<file path="src/rtl/cru_sams_mapper.sv">
// cru_sams_mapper
//   CRU expansion-card decoder plus SAMS-style 4K page mapper.
//   - Serial CRU bit writes for cards at >1000..>1F00 drive a one-hot DSR
//     select (bit 0 of each card) and the mapper control bits
//     (bit 1 transparent, bit 2 wprot) of card SAMS_CARD.
//   - Mapper registers live at CPU >4000..>401E while the SAMS card is
//     selected. Data is byte-swapped: the high byte holds the low 8 page bits.
//   - Page translation for the 16 4K regions, combinational in bank_sel.
//   Optional: define SAMS_PAIR_AUTOINC_EN so that a write to an even register
//   n also loads reg[n+1] with page+1.
// Ports
//   clk, reset                  system clock, async active-high reset
//   cruclk/cru_addr/cruout      CPU CRU write strobe (async), bit address, data
//   cruin, cruin_oe             CRU read data and its drive enable
//   mem_addr/we/re/wdata        CPU memory cycle (one-clk strobes)
//   mem_rdata, mem_rvalid       register read-back, valid one clk after mem_re
//   reg_hit                     cycle targets mapper registers
//   card_sel                    one-hot DSR select
//   bank_sel                    CPU A0-A3 of the current access
//   bank_mapped/readonly/address translation result
module cru_sams_mapper #(
  parameter int          PAGE_BITS = 8,
  parameter int          NUM_CARDS = 16,
  parameter int          SAMS_CARD = 14,
  parameter logic [15:0] MAP_MASK  = 16'hFC0C
) (
  input  logic                 clk,
  input  logic                 reset,
  input  logic                 cruclk,
  input  logic [14:0]          cru_addr,
  input  logic                 cruout,
  output logic                 cruin,
  output logic                 cruin_oe,
  input  logic [15:0]          mem_addr,
  input  logic                 mem_we,
  input  logic                 mem_re,
  input  logic [15:0]          mem_wdata,
  output logic [15:0]          mem_rdata,
  output logic                 mem_rvalid,
  output logic                 reg_hit,
  output logic [NUM_CARDS-1:0] card_sel,
  input  logic [3:0]           bank_sel,
  output logic                 bank_mapped,
  output logic                 bank_readonly,
  output logic [PAGE_BITS-1:0] bank_address
);

  // cruclk synchroniser: [0],[1] metastability flops, [2] edge history.
  logic [2:0] cru_pipe;
  logic       cru_rise;

  always_ff @(posedge clk or posedge reset)
    if (reset) cru_pipe <= '0;
    else       cru_pipe <= {cru_pipe[1:0], cruclk};

  assign cru_rise = cru_pipe[1] & ~cru_pipe[2];

  // CRU decode
  logic        cru_exp, card_ok;
  logic [3:0]  cru_card;
  logic [6:0]  cru_bit;
  logic [15:0] sel_pad;
  logic        transparent, wprot;

  assign cru_exp  = (cru_addr[14:11] == 4'b0001);
  assign cru_card = cru_addr[10:7];
  assign cru_bit  = cru_addr[6:0];
  assign card_ok  = cru_exp && (int'(cru_card) < NUM_CARDS);
  assign cruin_oe = card_ok;

  // card_sel widened to 16 so any 4-bit card index can be read safely
  always_comb begin
    sel_pad                = '0;
    sel_pad[NUM_CARDS-1:0] = card_sel;
  end

  always_comb begin
    cruin = 1'b0;
    if (card_ok) begin
      if (cru_bit == 7'd0)                                       cruin = sel_pad[cru_card];
      else if (cru_card == 4'(SAMS_CARD) && cru_bit == 7'd1)     cruin = transparent;
      else if (cru_card == 4'(SAMS_CARD) && cru_bit == 7'd2)     cruin = wprot;
    end
  end

  // CRU writes land on the cycle the synchronised edge is seen; cru_addr and
  // cruout are sampled on that same clock, so they must be held across it.
  always_ff @(posedge clk or posedge reset) begin
    if (reset) begin
      card_sel    <= '0;
      transparent <= 1'b1;
      wprot       <= 1'b0;
    end else if (cru_rise && card_ok) begin
      if (cru_bit == 7'd0) begin
        for (int n = 0; n < NUM_CARDS; n++) begin
          if (cruout)                  card_sel[n] <= (4'(n) == cru_card);
          else if (4'(n) == cru_card)  card_sel[n] <= 1'b0;
        end
      end
      if (cru_card == 4'(SAMS_CARD)) begin
        if (cru_bit == 7'd1) transparent <= cruout;
        if (cru_bit == 7'd2) wprot       <= cruout;
      end
    end
  end

  // Register window
  logic [3:0]                  idx;
  logic [15:0]                 swapped;
  logic [PAGE_BITS-1:0]        wpage;
  logic                        wr_en;
  logic [15:0]                 rd_ext;
  logic [15:0][PAGE_BITS-1:0]  map_reg;
  logic                        unused_bits;

  assign reg_hit     = card_sel[SAMS_CARD] && (mem_addr[15:5] == 11'h200);
  assign idx         = mem_addr[4:1];
  assign swapped     = {mem_wdata[7:0], mem_wdata[15:8]};
  assign wpage       = swapped[PAGE_BITS-1:0];
  assign wr_en       = mem_we && reg_hit && !wprot;
  assign rd_ext      = 16'(map_reg[idx]);
  assign unused_bits = ^{mem_addr[0], swapped};

  // Reset to identity so map mode before programming matches transparent.
  always_ff @(posedge clk or posedge reset) begin
    if (reset) begin
      for (int n = 0; n < 16; n++) map_reg[n] <= PAGE_BITS'(n);
    end else if (wr_en) begin
      map_reg[idx] <= wpage;
`ifdef SAMS_PAIR_AUTOINC_EN
      if (!idx[0]) map_reg[idx | 4'd1] <= wpage + PAGE_BITS'(1);
`endif
    end
  end

  always_ff @(posedge clk or posedge reset) begin
    if (reset) begin
      mem_rvalid <= 1'b0;
      mem_rdata  <= '0;
    end else begin
      mem_rvalid <= mem_re && reg_hit;
      if (mem_re && reg_hit) mem_rdata <= {rd_ext[7:0], rd_ext[15:8]};
    end
  end

  // Translation
  always_comb begin
    bank_mapped   = MAP_MASK[bank_sel];
    bank_readonly = 1'b0;
    bank_address  = '0;
    if (MAP_MASK[bank_sel]) begin
      if (transparent) begin
        bank_address = PAGE_BITS'(bank_sel);
      end else begin
        bank_address  = map_reg[bank_sel];
        bank_readonly = wprot;
      end
    end
  end

endmodule

</file>
<file path="config.mk">
export PLATFORM = sky130hd
export DESIGN_NAME = cru_sams_mapper
export DESIGN_NICKNAME = d
export VERILOG_FILES = /design/src/rtl/cru_sams_mapper.sv
export SDC_FILE = /design/constraint.sdc
export NUM_CORES = 1
export LEC_CHECK = 0
export CAP_MARGIN = 20
export CORE_UTILIZATION = 40
export DETAILED_ROUTE_END_ITERATION = 6
export PLACE_DENSITY_LB_ADDON = 0.2
export SETUP_SLACK_MARGIN = 0.02
export SYNTH_ARGS = -nofsm -noshare
export SYNTH_HDL_FRONTEND = slang
export SYNTH_SLANG_ARGS = --single-unit
</file>
<file path="constraint.sdc">
create_clock -name clk -period 9.7 [get_ports clk]
set_input_delay 2.91 -clock clk [delete_from_list [all_inputs] [get_ports clk]]
set_output_delay 2.91 -clock clk [all_outputs]
set_load 0.02 [all_outputs]
</file>
Word level (Yosys, flattened, before mapping):

Memories as Yosys holds them, arrays and structs flattened.
Index checks and enable logic that the tools add are counted.

* word-level logic and storage cells: 159
* output and inout bits: 46
* input port bits: 57
* memories: 1
* bits in read-only memories: 16
* flip-flop bits (word level): 158

Memories
* (no name shown): words 16, width 1, read ports 1, clocked after Yosys merged registers in 0, write ports 0, RTL line 151 `if (MAP_MASK[bank_sel]) begin`

* mux-type cells: 50
* $lt $le $gt $ge: 4
* bitwise gates (word level): 2
* equality and inequality tests: 20
* reduce and logical (&&, ||, !) cells: 45

Operators with widths (number)
* $bwmux W128: 1
* $bmux W8 S4: 2
* $reduce_and A3 Y1: 18
* $mux W1: 40
* $mux W8: 5
* $demux W8 S4: 1
* $eq A4 B4 Y1 const A: 8
* $reduce_bool A2 Y1: 16
* $eq A3 B4 Y1 const A: 4
* $lt A4 B5 Y1 const B: 3
* $eq A11 B10 Y1 const B: 1
* $eq A2 B4 Y1 const A: 2
* $logic_and A1 B1 Y1: 8
* $eq A7 B1 Y1 const B: 1
* $eq A7 B2 Y1 const B: 1
* $logic_not A7 Y1: 1
* $bmux W1 S4: 1
* $eq A1 B4 Y1 const A: 1
* $eq A4 B1 Y1 const B: 1
* $eq A4 B4 Y1 const B: 1
* $ge A4 B1 Y1 const B: 1
* $logic_not A4 Y1: 1
* $and A1 B1 Y1: 1
* $logic_not A1 Y1: 1
* $not A1 Y1: 1

Depth between registers and ports, before layout:

* depth in word-level cells: 6
* gate-level depth with buffers: 7
* gate-level depth less buffers: 4

Worst setup path before layout:

Ideal clock, no wire load.

* path kind: input -> output
* from: input port bank_sel[0]
* to: output port bank_address[6]
* cell stages on the path: 5
* arrival: 4575 ps
* buffers on the path: 3
* required time: 6790 ps
* slack: 2215 ps
* cell sequence: buf_2 > buf_2 > buf_1 > a211oi_1 > nor4_1

* cells in the longest elaborated chain, start to end: 4
* elaborated cells between the ends (all ways): 6
* classes of those cells: mux: 5; memory: 1

RTL lines
* start, declared: RTL line 42 `input logic [3:0] bank_sel,`
* $bmux W8 S4: RTL line 155 `bank_address = map_reg[bank_sel];`
* $mux W8 (implied by the code): RTL line 155
* $mux W8: RTL line 152 `if (transparent) begin`
* $mux W8 (*): RTL line 151
* end, declared: RTL line 45 `output logic [PAGE_BITS-1:0] bank_address`

Every way passes the cells marked *; elsewhere a longest branch is shown, timed or not. The select of a mux whose other input is x is not followed.

Final worst setup path:

* from: input port bank_sel[2]
* to: output port bank_address[0]

Same word-level chain as after synthesis.

==> out/results.tsv <==
metric	value	unit
run status	complete, no violations	
number of flip-flops in the largest register	128	
final worst path period share	87.3	%
most frequent standard cell in the layout excluding fill and tap cells	mux2_2	
detailed-route wire length per cell	22.3	um
Synth Warn #	0	
DIE AREA	21200	um2
count of state elements after synthesis	158	
Fin. Hold Viols	0	
area inside the core boundary	20200	um2
Leak	0.00429	uW
fraction of final layout cells sized beyond drive strength 1	41.6	%
share of synthesized area occupied by flip-flops and latches	48.3	%
nets	729	
Yosys top cell by area	dfrtp_1	
clock latency of the later-clocked register in the worst-skew pair	0.43	ns
Primary FF master, synth	dfrtp_1	
Critical Path RT	6.79	ns
Hold Buf Count CTS	0	
top post-synthesis cells by area	dfrtp_1, mux2_2, mux4_2	
Slowest Stage Delay on Critical Path	0.71	ns
number of max-capacitance violations reported	0	
starting density of the core	40.9	%
unrepaired setup endpoints after global routing	false	
detailed placer's ending HPWL	13900	um
DRC violation count after routing	0	
crit path from	bank_sel[2]	
Worst Tran Pin Value	1.10	ns
Slowest cell on crit path	clkdlybuf4s50_1	
element type at the critical path end	primary output	
number of distinct library cells after synthesis	51	
portion of synthesized cell area occupied by the leading cell type	37.8	%
Port Buf Inserts	85	
Hold WC Path Type	reg2reg	
clock tree from TritonCTS	done	
Slew Limit Fails	0	
Period minus WS final	8.47	ns
Horiz. Die Dim	146	um
via density per instance	5.78	
number of I/O pins	103	
Placer Congestion	0.825	
maximum clock path buffer count	2	
asr flop ratio synth	100	%
die height	146	um
count of standard-cell rows	52	
Pwr Density	145	nW/um2
layout-stage area growth over the synthesis result	19.8	%
maximum operating frequency	0.118	GHz
cell area after synthesis	8270	um2
most frequent cells in the layout	mux2_2, dfrtp_1, clkdlybuf4s50_1	
number of nets with antenna violations after detailed routing	0	
Critical R2R Launch	wprot$_DFFE_PP0P_	
post-detailed-routing wire length	21300	um
critical-path maximum fanout	6	
final-report setup violation count	0	
wire length of the first global-routing pass	33500	um
number of global-route vias before repair	5664	
post-synthesis instance total	601	
initial DRC count	342	
number of enable-type register cells in the synthesized netlist	0	
CTS Buf Count	17	
Register-to-Register Setup Slack	7.16	ns
grt ovf	0	
Min-Delay Startpoint	cru_pipe[0]$_DFF_PP0_	
cells traversed along the worst timing path	clkdlybuf4s50_1 -> nand2b_1 -> nand2_1 -> nand2b_1 -> o41ai_1 -> clkdlybuf4s50_1	
antenna violations before repair	0	
relative slew slack	26.5	%
post-layout power	1440	uW
worst supply voltage drop on vdd	116	uV
total global routing track utilization	21.0	%
type of the worst setup path	in2out	
Inserted Diodes	0	
maximum number of pins on one net before global-route repair	91	
setup fix buffers added after clock tree synthesis	0	
number of gates resized after cts	0	
Critical Path Start Type	input port	
synthesized area per cell	13.8	um2
fillers	1775	
# clock sinks	158	
Arr. time, crit path	5.56	ns
detailed-route via count	5517	
number of detailed-route iterations in the first pass	5	
clock root buffer	clkbuf_16	
Post-Route Skew	0.00829	ns
final-layout setup total negative slack	0	ns
clock transition at the registers of the reported paths	0.06	ns
H-Tree Depth	4	
## per-stage QoR
stage                     hold slack (ns)  utilization [%]  cell area [um2]  instances  setup slack (ns)
final                               0.357             48.9             9900        955              1.23
after global routing                0.364             48.9             9900        955              1.18
after CTS                           0.362             48.9             9890        954              1.26
after detailed placement            0.337             46.0             9300        922              1.28
after global placement              0.340             45.9             9290        921              1.22
after floorplan                     0.331                -             8290        608              2.22
## routing by layer
metal  global-route usage (%)  vias up  routed length, um
met2                     35.0      162              10800
li1                         -     2426                  -
met4                     6.37        0                331
met5                        0        -                  0
met3                     4.26       33               1040
met1                     27.5     2896               9130
## power by group
| part | total (uW) | internal (uW) | switching, uW |
|---|---|---|---|
| Combinational | 106 | 38.5 | 67.4 |
| Sequential | 661 | 660 | 0.396 |
| Clock | 669 | 383 | 286 |
## Yosys cell counts, drive strengths merged (2+ instances only)
library cell,number
a31oi,3
or4,2
buf,22
and4,2
a211oi,3
mux2i,23
a32o,4
mux4,40
nor2b,14
nand3b,2
dfrtp,125
o21ai,33
nand4,3
dfstp,33
or2,2
a211o,2
nor3,16
nand3,12
nand2b,8
or4b,2
mux2,147
nand2,7
nor4,9
a21oi,22
nor2,9
inv,4
o22ai,10
clkbuf,27
or3,2
## worst max-delay path: cells and delay by family
kind            cells  cell delay, ns
simple gates        3            0.78
compound gates      1            0.62
buf+inv             2            1.25
## layout make-up
class                           instances  area (um2)  share of cell area (%)
Clock buffer                           17         425                    4.30
Clock inverter                         15         161                    1.63
Inverter                                4        20.0                   0.202
Multi-Input combinational cell        397        4050                    40.9
Sequential cell                       158        4000                    40.4
Tap cell                              270         338                    3.41
Timing Repair Buffer                   94         911                    9.20
## logic make-up (layout without fill, tap and decap cells)
kind of cell    after synthesis  in the layout  share of synthesized area, %
compound gates               84             84                          6.01
buf+inv                      53            130                          3.01
mux                         210            210                          33.7
flops                       158            158                          48.3
other cells                   1              8                        0.0454
simple gates                 95             95                          8.90
## final timing paths
path,to,depth (start not counted)
max,bank_address[0],6
min,cru_pipe[1]$_DFF_PP0_,0
max reg2reg,map_reg[10]$_DFFE_PP0P_,4
min reg2reg,cru_pipe[1]$_DFF_PP0_,0
max in group asynchronous,map_reg[53]$_DFFE_PP0P_,3
min in group asynchronous,cru_pipe[0]$_DFF_PP0_,2
(Power assumes the default switching activity.)
